## src/rtl/countdown_mmss.sv

```systemverilog
// MM:SS BCD countdown timer with pause, load clamping and timed alarm; COUNTDOWN_AUTORELOAD_EN restarts from the loaded preset on expiry.
// Latency: load, start, pause and tick each take effect on outputs one clk edge later.
// Backpressure: none; inputs are sampled every cycle with priority reset > load > pause > start > tick.
module countdown_mmss #(
  parameter int ALARM_CYCLES = 50
) (
  input  logic       clk,
  input  logic       reset,
  input  logic       tick,
  input  logic       load,
  input  logic [3:0] load_mt,
  input  logic [3:0] load_mu,
  input  logic [3:0] load_st,
  input  logic [3:0] load_su,
  input  logic       start,
  input  logic       pause,
  output logic [3:0] mt,
  output logic [3:0] mu,
  output logic [3:0] st,
  output logic [3:0] su,
  output logic       running,
  output logic       done,
  output logic       alarm
);

  typedef enum logic [1:0] {IDLE, RUN, PAUSED, EXPIRED} state_t;

  state_t     state;
  logic [7:0] alarm_cnt;
  logic [3:0] c_mt, c_mu, c_st, c_su;
  logic [3:0] d_mt, d_mu, d_st, d_su;
  logic       time_zero;
  logic       time_one;

`ifdef COUNTDOWN_AUTORELOAD_EN
  logic [15:0] reload;
`endif

  // Clamp preset digits to a legal MM:SS value before latching.
  always_comb begin
    c_mt = (load_mt > 4'd9) ? 4'd9 : load_mt;
    c_mu = (load_mu > 4'd9) ? 4'd9 : load_mu;
    c_st = (load_st > 4'd5) ? 4'd5 : load_st;
    c_su = (load_su > 4'd9) ? 4'd9 : load_su;
  end

  assign time_zero = ({mt, mu, st, su} == 16'h0000);
  assign time_one  = ({mt, mu, st, su} == 16'h0001);

  // BCD decrement with borrow ripple su -> st -> mu -> mt.
  always_comb begin
    d_mt = mt;
    d_mu = mu;
    d_st = st;
    d_su = su;
    if (su != 4'd0) begin
      d_su = su - 4'd1;
    end else begin
      d_su = 4'd9;
      if (st != 4'd0) begin
        d_st = st - 4'd1;
      end else begin
        d_st = 4'd5;
        if (mu != 4'd0) begin
          d_mu = mu - 4'd1;
        end else begin
          d_mu = 4'd9;
          d_mt = mt - 4'd1;
        end
      end
    end
  end

  always_ff @(posedge clk) begin
    if (reset) begin
      state     <= IDLE;
      mt        <= 4'd0;
      mu        <= 4'd0;
      st        <= 4'd0;
      su        <= 4'd0;
      running   <= 1'b0;
      done      <= 1'b0;
      alarm     <= 1'b0;
      alarm_cnt <= 8'd0;
`ifdef COUNTDOWN_AUTORELOAD_EN
      reload    <= 16'h0000;
`endif
    end else begin
      done <= 1'b0;
      // The alarm counter runs independently so it can overlap RUN after an auto-reload.
      if (alarm) begin
        if (alarm_cnt == 8'd0) alarm <= 1'b0;
        else alarm_cnt <= alarm_cnt - 8'd1;
      end

      if (load) begin
        {mt, mu, st, su} <= {c_mt, c_mu, c_st, c_su};
`ifdef COUNTDOWN_AUTORELOAD_EN
        reload    <= {c_mt, c_mu, c_st, c_su};
`endif
        state     <= IDLE;
        running   <= 1'b0;
        alarm     <= 1'b0;
        alarm_cnt <= 8'd0;
      end else if (pause && state == RUN) begin
        state   <= PAUSED;
        running <= 1'b0;
      end else if (start && (state == IDLE || state == PAUSED) && !time_zero) begin
        state   <= RUN;
        running <= 1'b1;
      end else if (tick && state == RUN) begin
        if (time_one) begin
          done      <= 1'b1;
          alarm     <= 1'b1;
          alarm_cnt <= 8'(ALARM_CYCLES - 1);
`ifdef COUNTDOWN_AUTORELOAD_EN
          if (reload != 16'h0000) begin
            {mt, mu, st, su} <= reload;
          end else begin
            {mt, mu, st, su} <= 16'h0000;
            state            <= EXPIRED;
            running          <= 1'b0;
          end
`else
          {mt, mu, st, su} <= 16'h0000;
          state            <= EXPIRED;
          running          <= 1'b0;
`endif
        end else begin
          {mt, mu, st, su} <= {d_mt, d_mu, d_st, d_su};
        end
      end else if (state == EXPIRED && alarm_cnt == 8'd0) begin
        state <= IDLE;
      end
    end
  end

endmodule
```

## config.mk

```make
export PLATFORM = sky130hd
export DESIGN_NAME = countdown_mmss
export DESIGN_NICKNAME = d
export VERILOG_FILES = /design/src/rtl/countdown_mmss.sv
export SDC_FILE = /design/constraint.sdc
export NUM_CORES = 1
export LEC_CHECK = 0
export BUFFER_PORTS_ARGS = -buffer_cell sky130_fd_sc_hd__clkbuf_2
export CAP_MARGIN = 0
export CORE_ASPECT_RATIO = 1.25
export CORE_MARGIN = 4
export CORE_UTILIZATION = 40
export CTS_BUF_LIST = sky130_fd_sc_hd__clkbuf_16
export DETAILED_ROUTE_END_ITERATION = 6
export GPL_ROUTABILITY_DRIVEN = 0
export GPL_TIMING_DRIVEN = 1
export SETUP_SLACK_MARGIN = 0.05
export SLEW_MARGIN = 40
export SYNTH_ARGS = -nofsm -noshare
export SYNTH_HDL_FRONTEND = slang
export SYNTH_SLANG_ARGS = --single-unit
```

## constraint.sdc

```tcl
create_clock -name clk -period 2.2 [get_ports clk]
set_clock_uncertainty 0.1 [all_clocks]
set_input_delay 0.11 -clock clk [delete_from_list [all_inputs] [get_ports clk]]
set_output_delay 0.11 -clock clk [all_outputs]
set_load 0.02 [all_outputs]
```

==> flow_metrics.tcl, run 1 <==
set metrics [dict create \
    status "finished, final reports clean" \
    crit_chain "inv_2, ha_4, or3b_4, o41a_1, a211oi_2, xnor2_1, nor3_2" \
    die_width_um 67.6 \
    port_buffers 40 \
    clock.fmax_mhz 476 \
    drc 0 \
    drtPass1Iterations 4 \
    cp-end-kind "register" \
    yosysUniqueCellTypes 47 \
    synth_seq_cells 29 \
    hp-class "in -> reg" \
    cp_top_family "compound AO/OA/AOI/OAI gates" \
    antenna_found_initial 0 \
    synth_area_leaders "dfxtp_1 (33%), ha_1 (6.3%), a21oi_1 (4.8%)" \
    async_flop_share_pct 0 \
    cts-buffers-inserted 5 \
    synth_edf_count 0 \
    crit_fanout 5 \
    chipHeight_um 82.5 \
    cts_tree "built" \
    die_area_um2 5580 \
    yosysTopAreaCell "dfxtp_1" \
    num_rows 26 \
    slew_viol_final 0 \
    startpoint_type "register" \
    holdWs_ps 62.0 \
    power.static_leakage_nw 1.06 \
    num_antenna_cells 0 \
    hold_violations 0 \
    cpPeakStageDelay_ps 490 \
    tns_ps 0 \
    yosysWarnings 0 \
    grt_max_degree 33 \
    clk_pin_slew_ps 50 \
    p_per_area_nw_per_um2 656 \
    drt-initial-drc-count 77 \
    root_buffer "clkbuf_16" \
    netlist_instances 218 \
    setup_viol 0 \
    hold_start "load_mt[1]" \
    routed_via_density 5.38 \
    nFillCells 410 \
    r2r_start "st[1]" \
    cp.arrival_ps 2170 \
    postSynthAreaPerCell_um2 8.14 \
    ir_drop_mv 0.382 \
    ys_seq_area_share_pct 32.7 \
    multi_input_area_um2 1180 \
    grt_pass1_vias 1830 \
    path_class "reg -> reg" \
    vias 1879 \
    tightest_slew_ps 569 \
    seqCellArea_um2 587 \
    required_ps 2270 \
    ioPinCount 41 \
    maxCapViolCount 0 \
    wire_per_inst_um 13.8 \
    clkLatencyLatePin_ps 280 \
    postRouteAntennaNets 0 \
    syn_area_um2 1780 \
    start_util_pct 42.3 \
    synth_nets 249 \
    fin_crit_ps 2100 \
    drive_above_1_share_pct 37.2 \
    crit_start "st[1]" \
    routed_wl_mm 4.82 \
    hold_buffers 0 \
    htreeDepth 2 \
    grt_usage_pct 19.6 \
    rsz0062_at_grt "true" \
    critPathBufInv 1 \
    slew_headroom_pct 61.6 \
    grt_pass1_wl_mm 8.21 \
    finalCritPeriodShare_pct 95.6 \
    nNetsFinal 323 \
    synth_ff_type "dfxtp_1" \
    syn2layout_area_growth_pct 40.9 \
    core_area_um2 4200 \
    cts_max_path_buffers 2 \
    hpwl_mm 3.74 \
    cp_slowest_cell "o41a_1" \
    gr-total-overflow 0 \
    netlist.area_leader.share_pct 32.7 \
    cts.sinks 29 \
]
[tightest hold or removal path: stages]
cell and delay, ps:
clkbuf_2 90, a31oi_1 120, a211oi_1 80
[final timing paths]
check	endpoint	slack, ps	cells past startpoint
setup / recovery	st[3]	100	7
hold / removal	mt[1]	60	3
setup reg to reg	st[3]	100	7
hold reg to reg	running	390	2
[repair_timing]
action,CTS,global route
endpoints found under the setup margin,9,12
gates resized for setup,14,11
pin swaps,4,12
endpoints found under the hold margin,0,0
buffers inserted,0,2
[where the power goes]
group | switching, mW | leakage, nW | internal [mW] | total (mW)
Sequential | 0.0183 | 0.239 | 0.553 | 0.571
Clock | 0.239 | 0.0748 | 0.409 | 0.648
Combinational | 0.220 | 0.749 | 0.200 | 0.420
[cell type report]
class	count	share of cell area, %
multi-input cells	166	47.3
flip-flops and latches	29	23.5
repair buffers	75	18.7
clock buffers	5	5.00
well taps	56	2.80
inverters	15	2.25
clock inverters	3	0.550
[cells by family (layout without fill, tap and decap cells)]
logic type	after synthesis	after routing	synth area share, %
compound gates	69	69	26.1
xor+xnor	8	8	3.95
fa+ha+maj	9	9	6.34
buf+inv	23	98	4.93
flops	29	29	32.7
mux	1	1	0.634
simple gates	79	79	25.4
[synth_stat cells, types with 4 or more instances]
library cell / number
xnor2_1: 5
nor2b_1: 8
ha_1: 9
o31ai_1: 6
a211oi_1: 5
a21o_1: 4
inv_1: 15
a21oi_1: 17
nor2_1: 19
dfxtp_1: 29
clkbuf_1: 7
nor4b_1: 5
nand2_1: 16
o21ai_0: 11
nor3_1: 7
o22ai_1: 4
[sequential cells by signal, indices dropped and copies added (netlist names)]
| name | flops |
|---|---|
| alarm_cnt | 8 |
| mt | 4 |
| mu | 4 |
| st | 4 |
| su | 4 |
| state | 2 |
| alarm | 1 |
| done | 1 |
| running | 1 |
[per-layer routing]
metal / wire length [um] / up-vias / GRT usage [%]
li1: - / 952 / -
met1: 1990 / 882 / 21.5
met2: 2510 / 36 / 35.2
met3: 212 / 9 / 4.47
met4: 110 / 0 / 9.13
met5: 0 / - / 0
[cells in the final DEF (no fill, tap or decap), drive strengths merged, types with 2 or more instances in the layout]
cell	instances
nor2	19
inv	16
a21oi	17
nor4b	5
a211oi	6
nand3b	2
o22ai	4
o31a	2
a22oi	3
buf	35
nand2	16
clkinv	2
a221oi	2
a2111oi	2
nor2b	8
clkbuf	45
ha	9
nor4	2
a31oi	3
xnor2	5
or3b	5
o21ai	11
o31ai	6
dfxtp	29
a311oi	3
o21a	2
and3	3
a21o	4
nor3	8
nand2b	2
nor3b	3
xor2	3
[per-stage QoR]
step	power, mW	std cells	area [um^2]	util [%]	worst slack (ps)
2_1_floorplan	0.805	218	1790	-	10.3
5_1_grt	1.73	349	2500	59.6	8.50
3_5_place_dp	0.963	339	2270	54.1	12.3
4_1_cts	1.64	347	2450	58.5	50.7
3_3_place_gp	0.963	339	2270	54.1	32.6
6_report	1.64	349	2500	59.6	97.8
(Power assumes the default switching activity.)
==> run 2, diff against run 1 <==
--- a/config.mk
+++ b/config.mk
@@ -7,13 +7,16 @@
 export LEC_CHECK = 0
 export BUFFER_PORTS_ARGS = -buffer_cell sky130_fd_sc_hd__clkbuf_2
 export CAP_MARGIN = 0
+export CELL_PAD_IN_SITES_DETAIL_PLACEMENT = 0
+export CELL_PAD_IN_SITES_GLOBAL_PLACEMENT = 2
 export CORE_ASPECT_RATIO = 1.25
 export CORE_MARGIN = 4
-export CORE_UTILIZATION = 40
+export CORE_UTILIZATION = 28
 export CTS_BUF_LIST = sky130_fd_sc_hd__clkbuf_16
 export DETAILED_ROUTE_END_ITERATION = 6
 export GPL_ROUTABILITY_DRIVEN = 0
 export GPL_TIMING_DRIVEN = 1
+export PLACE_DENSITY_LB_ADDON = 0.1
 export SETUP_SLACK_MARGIN = 0.05
 export SLEW_MARGIN = 40
 export SYNTH_ARGS = -nofsm -noshare
==> run 2 against run 1 <==
Against the previous run:
- global-route usage decreased by 5.3 points
- flip-flop and latch count is the same
- non-clock buffer count increased by 5
- cell count increased by 9.7%
- core utilization decreased by 17 points
- combinational power grew 2%
- first-iteration DRC count decreased by 48%
- count of clock-buffer cells in the layout did not move
- sequential power about the same
- critical path type unchanged
==> flow_metrics.tcl, run 2 (synthesized netlist as in run 1, its figures left out) <==
set metrics [dict create \
    fin_ws_ps 94.2 \
    p_per_area_nw_per_um2 634 \
    holdPathStages 3 \
    r2r_cells 7 \
    clock.fmax_mhz 475 \
    cp_top_family "compound AO/OA/AOI/OAI gates" \
    pre_cts_ws_ps -51.9 \
    cp_slowest_cell "o41a_1" \
    grt_max_degree 19 \
    hp-class "in -> reg" \
    antenna_found_initial 0 \
    final_util_pct 42.2 \
    critPathBufInv 1 \
    start_util_pct 28.8 \
    slew_viol_final 0 \
    final_area_um2 2600 \
    drc 0 \
    grt_usage_pct 14.3 \
    num_antenna_cells 0 \
    cp-end-kind "register" \
    largest_reg_flops 8 \
    setup_viol 0 \
    hpwl_mm 4.15 \
    min_to "su[2]" \
    rsz0062_at_grt "true" \
    cts-buffers-inserted 5 \
    clk_pin_slew_ps 50 \
    final_common_cell "clkbuf_2" \
    fin_crit_ps 2110 \
    die_width_um 79.2 \
    status "finished, final reports clean" \
    ioPinCount 41 \
    port_buffers 40 \
    hold_buffers 0 \
    startpoint_type "register" \
    grt_pass1_wl_mm 8.71 \
    gr-total-overflow 0 \
    routed_via_density 4.88 \
    vias 1869 \
    routed_wl_mm 5.34 \
    chipHeight_um 97.0 \
    cp.arrival_ps 2170 \
    cts.sinks 29 \
    drive_above_1_share_pct 39.3 \
    rr_endpoint "st[3]" \
    tightest_slew_ps 671 \
    drt-initial-drc-count 40 \
    postRouteAntennaNets 0 \
    wire_per_inst_um 13.9 \
    slew_headroom_pct 54.7 \
    cpPeakStageDelay_ps 500 \
    cts_tree "built" \
    core_area_um2 6170 \
    regMostFlops "alarm_cnt" \
    path_class "reg -> reg" \
    syn2layout_area_growth_pct 46.5 \
    hold_violations 0 \
    die_area_um2 7690 \
    htreeDepth 2 \
    finalCritPeriodShare_pct 95.7 \
    root_buffer "clkbuf_16" \
    cts_max_path_buffers 2 \
    num_rows 32 \
    drtPass1Iterations 4 \
    power.static_leakage_nw 1.11 \
    r2r_setup_slack_ps 90 \
    r2r_start "st[0]" \
    crit_fanout 5 \
    placed_area_um2 2340 \
    grt_pass1_vias 1848 \
    clkLatencyLatePin_ps 270 \
    ir_drop_mv 0.260 \
    layout_common_cells "clkbuf_2 (40), buf_4 (38), dfxtp_1 (25), nor2_1 (19), a21oi_1 (16)" \
    nNetsFinal 328 \
    maxCapViolCount 0 \
    required_ps 2260 \
    crit_chain "inv_2, ha_2, or3b_4, o41a_1, a211oi_2, xnor2_1, nor3_2" \
    hold_start "load_su[2]" \
]
run 2: changes by cell type in the layout (fill, tap and decap cells not counted), sizes merged:
cell,previous run,this run
inv,16,15
clkinv,2,3
buf,35,40
run 2: what timing repair did:
| action | in CTS | in global routing |
|---|---|---|
| endpoints found under the setup margin | 22 | 20 |
| gates resized for setup | 13 | 17 |
| pin swaps | 5 | 10 |
| endpoints found under the hold margin | 0 | 0 |
| setup buffers | 1 | 2 |
run 2: metal layers:
metal | up-vias | GRT usage, % | wire (um)
met2 | 35 | 26.0 | 2770
met1 | 862 | 16.3 | 2300
met4 | 0 | 4.76 | 78
met3 | 7 | 2.79 | 184
li1 | 965 | - | -
met5 | - | 0 | 0
run 2: how the worst max path moves through the flow:
stage | startpoint | endpoint | slack (ps) | cells past startpoint
after floorplan | mu[0] | st[0] | 10 | 7
after global placement | mt[1] | st[1] | -40 | 7
after detailed placement | mt[1] | alarm_cnt[5] | -50 | 9
after CTS | mu[1] | st[3] | 50 | 7
after global routing | st[0] | st[3] | -30 | 7
final | st[0] | st[3] | 90 | 7
run 2: final cells by class:
class                   instances  area (um^2)
clock buffers                   5          125
clock inverters                 3         12.5
fillers                       668         3560
inverters                      15         56.3
multi-input cells             166         1210
flip-flops and latches         29          586
well taps                      85          106
repair buffers                 80          508
run 2: power breakdown:
part | leakage (nW) | switching (mW) | total, mW | internal, mW
Clock | 0.0687 | 0.241 | 0.649 | 0.408
Sequential | 0.238 | 0.0188 | 0.571 | 0.552
Combinational | 0.800 | 0.225 | 0.429 | 0.204
Total | 1.11 | 0.485 | 1.65 | 1.17
run 2: worst reg2reg max path: cells and delay by family (launching register included):
kind	cells	cell delay, ps
xor gates and xnor gates	1	160
buffers and inverters	1	50
adders and majority gates	1	160
AOI/OAI and AO/OA	2	730
and+or+nand+nor	2	470
DFF	1	320
run 2: metrics by stage:
stage / hold WS, ps / power (mW) / cells / TNS (ps)
floorplan: 81.2 / 0.805 / 218 / 0
global placement: 339 / 0.978 / 372 / -44.7
detailed placement: 346 / 0.975 / 372 / -362
CTS: 50.5 / 1.66 / 381 / 0
global route: 74.4 / 1.74 / 383 / -67.5
finish: 58.8 / 1.65 / 383 / 0
